## config.mk

```make
export PLATFORM = sky130hd
export DESIGN_NAME = control_fsm
export DESIGN_NICKNAME = d
export VERILOG_FILES = /design/src/rtl/control_fsm.sv
export SDC_FILE = /design/constraint.sdc
export NUM_CORES = 1
export LEC_CHECK = 0
export CAP_MARGIN = 10
export CORE_UTILIZATION = 40
export DETAILED_ROUTE_END_ITERATION = 10
export PLACE_DENSITY = 0.9
export SYNTH_ARGS = -nofsm -noshare
export SYNTH_HDL_FRONTEND = slang
export SYNTH_SLANG_ARGS = --single-unit
```

## constraint.sdc

```tcl
create_clock -name i_clk -period 4.8 [get_ports i_clk]
set_clock_uncertainty 0.1 [all_clocks]
set_input_delay 0.96 -clock i_clk [delete_from_list [all_inputs] [get_ports i_clk]]
set_output_delay 0.96 -clock i_clk [all_outputs]
set_load 0.02 [all_outputs]
```

## src/rtl/control_fsm.sv

```systemverilog
// control_fsm: multi-cycle fetch/decode/exec/mem/writeback sequencer for the
// single-ported RV64I datapath; the memory port is shared between fetch and
// data access, and every memory wait is bounded by MEM_WAIT_MAX.
// Optional feature macro: CONTROL_FSM_ILLEGAL_EN traps unknown opcodes in the
// ILLEGAL state and adds the sticky o_illegal output.
module control_fsm #(
  parameter int unsigned MEM_WAIT_MAX = 16
) (
  input  logic        i_clk,
  input  logic        i_reset,
  input  logic [31:0] i_instr,
  input  logic        i_branch_taken,
  input  logic        i_mem_ready,
  output logic        o_mem_req,
  output logic        o_mem_we,
  output logic        o_mem_is_fetch,
  output logic        o_ir_write,
  output logic        o_pc_write,
  output logic [1:0]  o_pc_src,
  output logic        o_alu_src_a,
  output logic [1:0]  o_alu_src_b,
  output logic [1:0]  o_alu_op,
  output logic        o_reg_write,
  output logic [1:0]  o_wb_sel,
  output logic [2:0]  o_state,
  output logic        o_mem_timeout
`ifdef CONTROL_FSM_ILLEGAL_EN
  ,
  output logic        o_illegal
`endif
);

  localparam int unsigned CNT_W = $clog2(MEM_WAIT_MAX + 1);

  localparam logic [6:0] OP_R    = 7'b0110011;
  localparam logic [6:0] OP_ADDI = 7'b0010011;
  localparam logic [6:0] OP_LD   = 7'b0000011;
  localparam logic [6:0] OP_S    = 7'b0100011;
  localparam logic [6:0] OP_SB   = 7'b1100011;
  localparam logic [6:0] OP_JALR = 7'b1100111;
  localparam logic [6:0] OP_U    = 7'b0110111;
  localparam logic [6:0] OP_UJ   = 7'b1101111;

  typedef enum logic [2:0] {
    S_IDLE    = 3'd0,
    S_FETCH   = 3'd1,
    S_DECODE  = 3'd2,
    S_EXEC    = 3'd3,
    S_MEM     = 3'd4,
    S_WB      = 3'd5,
    S_HALT    = 3'd6,
    S_ILLEGAL = 3'd7
  } state_t;

  state_t             state_q, state_d;
  logic [CNT_W-1:0]   cnt_q, cnt_d;
  logic               timeout_q, timeout_d;
`ifdef CONTROL_FSM_ILLEGAL_EN
  logic               illegal_q, illegal_d;
`endif

  logic [6:0]       opcode;
  logic [4:0]       rd;
  logic             op_known;
  logic [CNT_W-1:0] cnt_inc;
  logic             wait_last;
  logic             unused_instr_hi;

  // Instruction fields and wait-budget decode
  assign opcode          = i_instr[6:0];
  assign rd              = i_instr[11:7];
  assign unused_instr_hi = ^i_instr[31:12];
  assign op_known        = (opcode == OP_R)  || (opcode == OP_ADDI) || (opcode == OP_LD)   ||
                           (opcode == OP_S)  || (opcode == OP_SB)   || (opcode == OP_JALR) ||
                           (opcode == OP_U)  || (opcode == OP_UJ);
  assign cnt_inc         = cnt_q + CNT_W'(1);
  // This wait cycle is the last one allowed; ready in the same cycle still wins
  assign wait_last       = (cnt_inc == CNT_W'(MEM_WAIT_MAX));

  // State, wait counter and sticky flags
  always_ff @(posedge i_clk or posedge i_reset) begin
    if (i_reset) begin
      state_q   <= S_IDLE;
      cnt_q     <= '0;
      timeout_q <= 1'b0;
`ifdef CONTROL_FSM_ILLEGAL_EN
      illegal_q <= 1'b0;
`endif
    end else begin
      state_q   <= state_d;
      cnt_q     <= cnt_d;
      timeout_q <= timeout_d;
`ifdef CONTROL_FSM_ILLEGAL_EN
      illegal_q <= illegal_d;
`endif
    end
  end

  // Next-state and datapath control decode
  always_comb begin
    state_d        = state_q;
    cnt_d          = cnt_q;
    timeout_d      = timeout_q;
`ifdef CONTROL_FSM_ILLEGAL_EN
    illegal_d      = illegal_q;
`endif
    o_mem_req      = 1'b0;
    o_mem_we       = 1'b0;
    o_mem_is_fetch = 1'b0;
    o_ir_write     = 1'b0;
    o_pc_write     = 1'b0;
    o_pc_src       = 2'd0;
    o_alu_src_a    = 1'b0;
    o_alu_src_b    = 2'd0;
    o_alu_op       = 2'd0;
    o_reg_write    = 1'b0;
    o_wb_sel       = 2'd0;

    case (state_q)
      S_IDLE: state_d = S_FETCH;

      S_FETCH: begin
        o_mem_req      = 1'b1;
        o_mem_is_fetch = 1'b1;
        if (i_mem_ready) begin
          o_ir_write = 1'b1;
          o_pc_write = 1'b1;
          state_d    = S_DECODE;
        end else if (wait_last) begin
          state_d   = S_HALT;
          timeout_d = 1'b1;
        end else begin
          cnt_d = cnt_inc;
        end
      end

      S_DECODE: begin
        if (op_known) begin
          state_d = S_EXEC;
        end else begin
`ifdef CONTROL_FSM_ILLEGAL_EN
          state_d   = S_ILLEGAL;
          illegal_d = 1'b1;
`else
          state_d   = S_FETCH;
`endif
        end
      end

      S_EXEC: begin
        case (opcode)
          OP_R: begin
            o_alu_op = 2'd2;
            state_d  = S_WB;
          end
          OP_ADDI: begin
            o_alu_src_b = 2'd1;
            o_alu_op    = 2'd2;
            state_d     = S_WB;
          end
          OP_LD, OP_S: begin
            o_alu_src_b = 2'd1;
            state_d     = S_MEM;
          end
          OP_SB: begin
            o_alu_op = 2'd1;
            if (i_branch_taken) begin
              o_pc_write = 1'b1;
              o_pc_src   = 2'd1;
            end
            state_d = S_FETCH;
          end
          OP_JALR: begin
            o_alu_src_b = 2'd1;
            o_pc_write  = 1'b1;
            o_pc_src    = 2'd2;
            state_d     = S_WB;
          end
          OP_UJ: begin
            o_pc_write = 1'b1;
            o_pc_src   = 2'd1;
            state_d    = S_WB;
          end
          OP_U:    state_d = S_WB;
          default: state_d = S_FETCH;
        endcase
      end

      S_MEM: begin
        o_mem_req = 1'b1;
        o_mem_we  = (opcode == OP_S);
        if (i_mem_ready) begin
          state_d = (opcode == OP_LD) ? S_WB : S_FETCH;
        end else if (wait_last) begin
          state_d   = S_HALT;
          timeout_d = 1'b1;
        end else begin
          cnt_d = cnt_inc;
        end
      end

      S_WB: begin
        o_reg_write = (rd != 5'd0);
        case (opcode)
          OP_LD:          o_wb_sel = 2'd1;
          OP_JALR, OP_UJ: o_wb_sel = 2'd2;
          OP_U:           o_wb_sel = 2'd3;
          default:        o_wb_sel = 2'd0;
        endcase
        state_d = S_FETCH;
      end

      S_HALT:    state_d = S_HALT;
      S_ILLEGAL: state_d = S_ILLEGAL;
      default:   state_d = S_IDLE;
    endcase

    // Every entry into a new state restarts the wait budget
    if (state_d != state_q) begin
      cnt_d = '0;
    end
  end

  assign o_state       = state_q;
  assign o_mem_timeout = timeout_q;
`ifdef CONTROL_FSM_ILLEGAL_EN
  assign o_illegal     = illegal_q;
`endif

endmodule

```

Word-level counts from Yosys, hierarchy flattened. Index checks and enable logic that the tools add are counted. Widths: inputs -> output; s select.

Add/sub/neg operators: 1. Multipliers: 0. Divide/modulo/power cells: 0. Magnitude comparators: 0. Equal/unequal tests: 19. Shifts and indexed selects: 0. Muxes and demuxes: 29. Bitwise operators: 1. Reductions and logical operators: 19.

Operators with widths (count): $eq 7x6->1 const B (3); $eq 7x7->1 const B (3); $pmux 3 s7 (1); $mux 5 (4); $eq 3x3->1 const B (4); $mux 3 (4); $pmux 2 s3 (2); $mux 1 (10); $reduce_or 2->1 (5); $mux 2 (4); $eq 7x2->1 const B (1); $eq 7x5->1 const B (1); $logic_or 1x1->1 (7); $eq 3x2->1 const B (2); $pmux 3 s2 (1); $reduce_and 3->1 (2); $add 5x1->5 const B (1); $eq 5x5->1 const B (1); $reduce_bool 5->1 (1); $reduce_or 5->1 (1); $ne 2x1->1 const B (2); $pmux 1 s2 (2); $pmux 2 s2 (1); $reduce_or 4->1 (1); other kinds (5) (5).

Bits in registers: 9. Latch bits: 0. Memory bits (writable): 0. Bits in read-only memories: 0. Input bits: 36. Output and inout port bits: 19. Word-level logic and storage cells: 72. Memories kept: 0.

Logic depth before layout (Yosys ltp). Gate-level depths: netlist of run 1.

Depth in word-level cells: 13. Depth in mapped cells: 7. Gate-level depth less buffers: 6.

Worst setup path after synthesis of run 1. OpenSTA, ideal clock, no wires.

Kind: input-to-output. Start: input port i_instr[3]. End: output port o_mem_we. Arrival time: 2446 ps. Data required time: 3740 ps. Setup slack: 1294 ps. Cell stages on the path: 4. Path buffers: 1. Cell sequence: buf_6 -> or3_4 -> or2_4 -> nor4b_1.

Longest elaborated chain between the ends: 2.

Ends and longest elaborated chain: from (decl) (line 11) `input logic [31:0] i_instr,`; $eq 7x6->1 (line 191) `o_mem_we = (opcode == OP_S);`; $mux 1 (line 119) `case (state_q)`; to (decl) (line 15) `output logic o_mem_we,`.

Every way passes these cells.

Worst setup path after layout of run 1.
Start: input port i_instr[2]. End: output port o_mem_we.

The elaborated chain is that of the path after synthesis.

==> results of run 1 <==
-- power by group --
group	internal [W]	switching [W]	total, W
registers	0.0000859	0.0000232	0.000109
logic	0.0000825	0.000109	0.000191
clock network	0.0000320	0.0000267	0.0000587
-- cell usage after synthesis (all sizes together) --
master and instances:
a21oi 16, nand2 10, dfrtp 9, o21ai 9, nor2 8, nor3 6, buf 5, inv 5
clkbuf 4, or3 4, a211oi 3, and3 3, nand3 3, a21o 2, and2 2, nand2b 2
nor3b 2, xor2 2, a211o 1, a221oi 1, a22oi 1, a31oi 1, and2b 1, and4b 1
conb 1, ha 1, mux2i 1, nand3b 1, nand4 1, nor4 1, nor4b 1, o2111a 1
o2111ai 1, o211a 1, o211ai 1, o21a 1, o22ai 1, o2bb2a 1, o41ai 1, or2 1
-- critical path, stage by stage --
cell and delay [ps]:
clkdlybuf4s50_1 590, or3_4 410, or2_4 280, nor4b_1 270
clkdlybuf4s50_1 660
-- how the worst max path moves through the flow --
stage,start,depth (start not counted),endpoint,slack [ps]
2_1_floorplan,i_instr[3],4,o_mem_we,1290
3_3_place_gp,i_instr[2],5,o_mem_we,610
3_5_place_dp,i_instr[2],5,o_mem_we,590
4_1_cts,i_instr[2],5,o_mem_we,580
5_1_grt,i_instr[2],5,o_mem_we,500
6_report,i_instr[2],5,o_mem_we,560
-- layer usage --
| layer | vias up | share of wire |
|---|---|---|
| met4 | 0 | 0.0093 |
| met5 | - | 0 |
| met2 | 38 | 0.51 |
| met1 | 478 | 0.41 |
| li1 | 493 | - |
| met3 | 4 | 0.065 |
-- logic make-up after synthesis --
logic type | count (synthesis)
AO/OA/AOI/OAI | 42
XOR/XNOR | 2
adder cells (fa/ha/maj) | 1
buffers and inverters | 14
flip-flops | 9
multiplexers | 1
other | 1
AND/OR/NAND/NOR | 47
-- flip-flops by register name (all words and copies together), names as in the netlist --
name	cells
cnt_q	5
o_state	3
o_mem_timeout	1
-- area by class of cell --
cell class              count  area (um2)  share of cell area
clock buffers               4        26.3              0.0212
inverters                   5        18.8              0.0152
multi-input cells          95         614               0.496
flip-flops and latches      9         225               0.182
well taps                  27        33.8              0.0273
repair buffers             32         320               0.259
-- per-stage QoR --
stage | worst slack [ps] | cell area, um2 | power [W]
CTS | 584 | 1240 | 0.000361
global placement | 608 | 1210 | 0.000293
detailed placement | 591 | 1210 | 0.000301
floorplan | 1290 | 911 | 0.000221
finish | 557 | 1240 | 0.000359
global route | 496 | 1240 | 0.000380
==> key figures, run 1 <==
Place
  – Cells after DPL: 168
  – DP Wirelength: 1890 um
  – Port Buf Inserts: 32
  – Routability cong.: 0.825

Global route
  – Vias in the first global route: 860
  – GR Util All Layers: 0.200
  – First-pass GRT wire length: 3740 um
  – Grt ovf: 0
  – Met2 Track Usage GR: 0.336
  – Met3 Use GR: 0.0586
  – Largest net degree at the start of global routing: 14
  – GR Util met1: 0.237
  – Gr busiest metal: met2
  – Initial antenna violation count: 0

Synthesis
  – Post-Synth XOR/XNOR Area: 0.0193
  – Cells after Synth: 117
  – Post-synthesis simple-gate area fraction: 0.286
  – Warnings, synthesis: 0
  – Distinct cells, synth: 48
  – Post-synth top area cell: dfrtp_1
  – Largest family of logic cells by synthesized area: compound AO/OA/AOI/OAI gates
  – Adder-Cell Fraction of Synth Area: 0.0138
  – Ranking of synthesized cells by area: dfrtp_1, a21oi_1, nand2_1
  – Avg Cell Area, Syn: 7.75 um2
  – Sequential area share after synthesis: 0.248
  – Synth Register Bits: 9
  – Synth top area share: 0.248
  – Cell Area, Synth: 907 um2
  – Compound-cell area share of the yosys netlist: 0.339
  – Multiplexer share of the synthesized area: 0.0110

Floorplanning
  – Top-level port count: 55
  – Width of the die: 49.6 um
  – Die area: 2460 um2
  – Starting Density: 0.444
  – # rows: 16
  – Core area: 2040 um2
  – Die H: 49.6 um

CTS
  – Setup Fix Bufs, Post-CTS: 0
  – CTS tree: done
  – Num Clock Sinks: 9
  – Clock Tree Root: clkbuf_4
  – Post-CTS sizing: 0
  – Clock slew at reported path FFs: 50 ps
  – Worst-Skew Late Latency: 270 ps
  – CTS buffer count: 3
  – Clk buf depth: 2
  – Hold buffers post-CTS: 0
  – H-tree level count: 1

Min path
  – Worst Hold Path Cells: 1
  – Hold wc startpoint: o_mem_timeout$_DFFE_PP0P_
  – Hold/Removal Path Class: flip-flop to flip-flop
  – Hold EP: o_mem_timeout$_DFFE_PP0P_

Drt
  – Detail Route Antenna Nets: 0
  – DRT iter0 DRCs: 46
  – First-pass iteration count of the detailed router: 4
  – Drt wl/cell: 13.8 um
  – DRT Wirelength: 2370 um
  – Via count: 1013
  – Vias/cell: 5.89
  – Post-route DRC: 0

Status
  – Status: complete, no violations

Timing
  – Share of the clock period used by the worst path after layout: 0.884
  – Worst slew margin: 0.634
  – RSZ-0062 raised after global routing: no
  – Final Max Tran Viols: 0
  – Worst slew pin tran: 549 ps
  – # setup viols final: 0
  – Fmax: 236 MHz
  – Final min period: 4240 ps
  – Final hold violation count: 0
  – Setup_tns: 0 ps
  – Min Hold Slack: 356 ps

Worst setup path
  – FF-to-FF path depth: 5
  – FF-to-FF setup slack: 2680 ps
  – Worst R2R End: cnt_q[3]$_DFFE_PP0P_
  – Crit-path max FO: 13
  – WS Path Type: input pin to output pin
  – Critical Path AT: 3180 ps
  – Crit Reg-Reg Startpoint: o_state[2]$_DFF_PP0_
  – WP data required: 3740 ps
  – Worst Setup Start Kind: input pin
  – Crit. End Element: output pin

Pwr
  – Power per cell area: 290 nW/um2
  – P_leak: 0.523 nW
  – Worst vdd ir: 204 uV

Layout
  – Share of cells above drive strength 1: 0.0759
  – Nets: 183
  – Synthesis-to-finish area growth: 36.6%
  – Core Util, Final: 0.607
  – Most frequent cells in the layout: clkdlybuf4s50_1, a21oi_1, nand2_1, dfrtp_1, nor2_1
  – Finished Layout Cells: 172
  – Layout fillers: 182
  – Ant diodes: 0
  – Commonest non-fill, non-tap cell in the layout: clkdlybuf4s50_1

Run
  – Max Cap Viol: 0
(Power assumes the default switching activity.)
==> run 2: changes to the inputs <==
--- a/config.mk
+++ b/config.mk
@@ -8,7 +8,8 @@
 export CAP_MARGIN = 10
 export CORE_UTILIZATION = 40
 export DETAILED_ROUTE_END_ITERATION = 10
-export PLACE_DENSITY = 0.9
+export PLACE_DENSITY_LB_ADDON = 0.08
 export SYNTH_ARGS = -nofsm -noshare
 export SYNTH_HDL_FRONTEND = slang
 export SYNTH_SLANG_ARGS = --single-unit
+export TNS_END_PERCENT = 5
==> key figures, run 2 (same netlist as run 1, synthesis figures left out) <==
Worst setup path
  – CP cell instances: clkdlybuf4s50_1 > or3_4 > or2_4 > nor4b_1 > clkdlybuf4s50_1
  – Crit path max-delay cell type: clkdlybuf4s50_1
  – CP max stage delay: 660 ps
  – WS Path Type: input pin to output pin
  – Most used cell, CP: clkdlybuf4s50_1
  – WP data required: 3740 ps
  – Crit-path max FO: 13
  – Crit. End Element: output pin
  – Critical Path AT: 3180 ps
  – Worst Setup Start Kind: input pin

Pwr
  – P_sw: 0.000151 W
  – Final Power: 0.000352 W
  – Power per cell area: 284 nW/um2
  – Comb pwr share: 0.536
  – Clock Power Share: 0.159
  – Switch share: 0.430
  – P_leak: 0.523 nW
  – Internal Power: 0.000200 W
  – Share of power burned in registers: 0.305
  – Worst vdd ir: 214 uV

Place
  – DP Wirelength: 1730 um
  – Cells after DPL: 168
  – Routability cong.: 0.871
  – Post-place instance area: 1210 um2
  – Port Buf Inserts: 32

Drt
  – First-pass iteration count of the detailed router: 4
  – Vias/cell: 5.67
  – DRT Wirelength: 2260 um
  – Drt wl/cell: 13.2 um
  – DRT iter0 DRCs: 24
  – Highest routed metal layer: met4
  – Post-route DRC: 0
  – M1 wire length: 1070 um
  – Met2 WL: 1070 um
  – Via count: 976
  – DR WL met3: 101 um
  – Detail Route Antenna Nets: 0

Floorplanning
  – Core area: 2040 um2
  – Top-level port count: 55
  – Die H: 49.6 um
  – # rows: 16
  – Width of the die: 49.6 um
  – Starting Density: 0.444
  – Die area: 2460 um2

Layout
  – Multi-input gate area: 614 um2
  – Ant diodes: 0
  – Register bank with the most flops: cnt_q
  – Final instance area: 1240 um2
  – Sequential cell area: 225 um2
  – Commonest non-fill, non-tap cell in the layout: clkdlybuf4s50_1
  – Synthesis-to-finish area growth: 36.6%
  – Layout fillers: 200
  – Most frequent cells in the layout: clkdlybuf4s50_1, a21oi_1, nand2_1, dfrtp_1, nor2_1
  – Nets: 183
  – Finished Layout Cells: 172
  – Largest register FFs: 5
  – Share of cells above drive strength 1: 0.0759

Global route
  – GR Util All Layers: 0.190
  – Vias in the first global route: 882
  – Initial antenna violation count: 0
  – First-pass GRT wire length: 3710 um
  – Largest net degree at the start of global routing: 14
  – Grt ovf: 0

CTS
  – CTS tree: done
  – Setup Fix Bufs, Post-CTS: 0
  – Clock slew at reported path FFs: 60 ps
  – Clock Tree Root: clkbuf_4
  – CTS buffer count: 3
  – Post-CTS sizing: 0
  – Clk buf depth: 2
  – Hold buffers post-CTS: 0
  – H-tree level count: 1
  – Num Clock Sinks: 9
  – Worst-Skew Late Latency: 250 ps

Timing
  – Final Max Tran Viols: 0
  – Worst slew margin: 0.632
  – # setup viols final: 0
  – Worst slew pin tran: 551 ps
  – Fmax: 236 MHz
  – Share of the clock period used by the worst path after layout: 0.883
  – RSZ-0062 raised after global routing: no
  – Setup_tns: 0 ps
  – Final min period: 4240 ps
  – Final hold violation count: 0

Status
  – Status: complete, no violations

Run
  – Max Cap Viol: 0

Min path
  – Hold/Removal Path Class: flip-flop to flip-flop
run 2: cell counts in the layout (fill, tap and decap cells not counted):
No cell type changed its count.
run 2: final cells by class:
cell class / instances / area share
Clock buffer: 4 / 0.0212
Inverter: 5 / 0.0152
Multi-Input combinational cell: 95 / 0.496
Sequential cell: 9 / 0.182
Tap cell: 27 / 0.0273
Timing Repair Buffer: 32 / 0.259
run 2: worst paths after layout:
kind	start	to	slack, ps	cells past startpoint
setup / recovery	i_instr[2]	o_mem_we	560	5
hold / removal	o_mem_timeout$_DFFE_PP0P_	o_mem_timeout$_DFFE_PP0P_	360	1
setup reg to reg	o_state[2]$_DFF_PP0_	cnt_q[3]$_DFFE_PP0P_	2680	5
hold reg to reg	o_mem_timeout$_DFFE_PP0P_	o_mem_timeout$_DFFE_PP0P_	360	1
max in group asynchronous	i_reset	cnt_q[4]$_DFFE_PP0P_	3480	2
min in group asynchronous	i_reset	cnt_q[1]$_DFFE_PP0P_	860	2
run 2: metrics by stage:
stage / hold slack [ps] / setup WS [ps] / util
after global routing: 378 / 476 / 0.607
after detailed placement: 346 / 567 / 0.594
after CTS: 364 / 553 / 0.607
after global placement: 342 / 615 / 0.594
final: 361 / 560 / 0.607
after floorplan: 465 / 1290 / -
run 2: per-layer routing:
layer  up-vias  GRT usage
li1        486          -
met1       457      0.249
met2        31      0.320
met3         2     0.0463
met4         0     0.0286
met5         -          0
run 2: power groups by stage:
stage / clock [W] / combinational (W) / sequential [W]
detailed placement: 0 / 0.000187 / 0.000109
finish: 0.0000558 / 0.000188 / 0.000107
CTS: 0.0000589 / 0.000189 / 0.000107
floorplan: 0 / 0.000113 / 0.000108
global route: 0.0000623 / 0.000203 / 0.000111
global placement: 0 / 0.000186 / 0.000109
run 2: critical path: cells and delay by family:
kind	cells	cell delay, ps
simple gates	3	950
buf+inv	2	1260
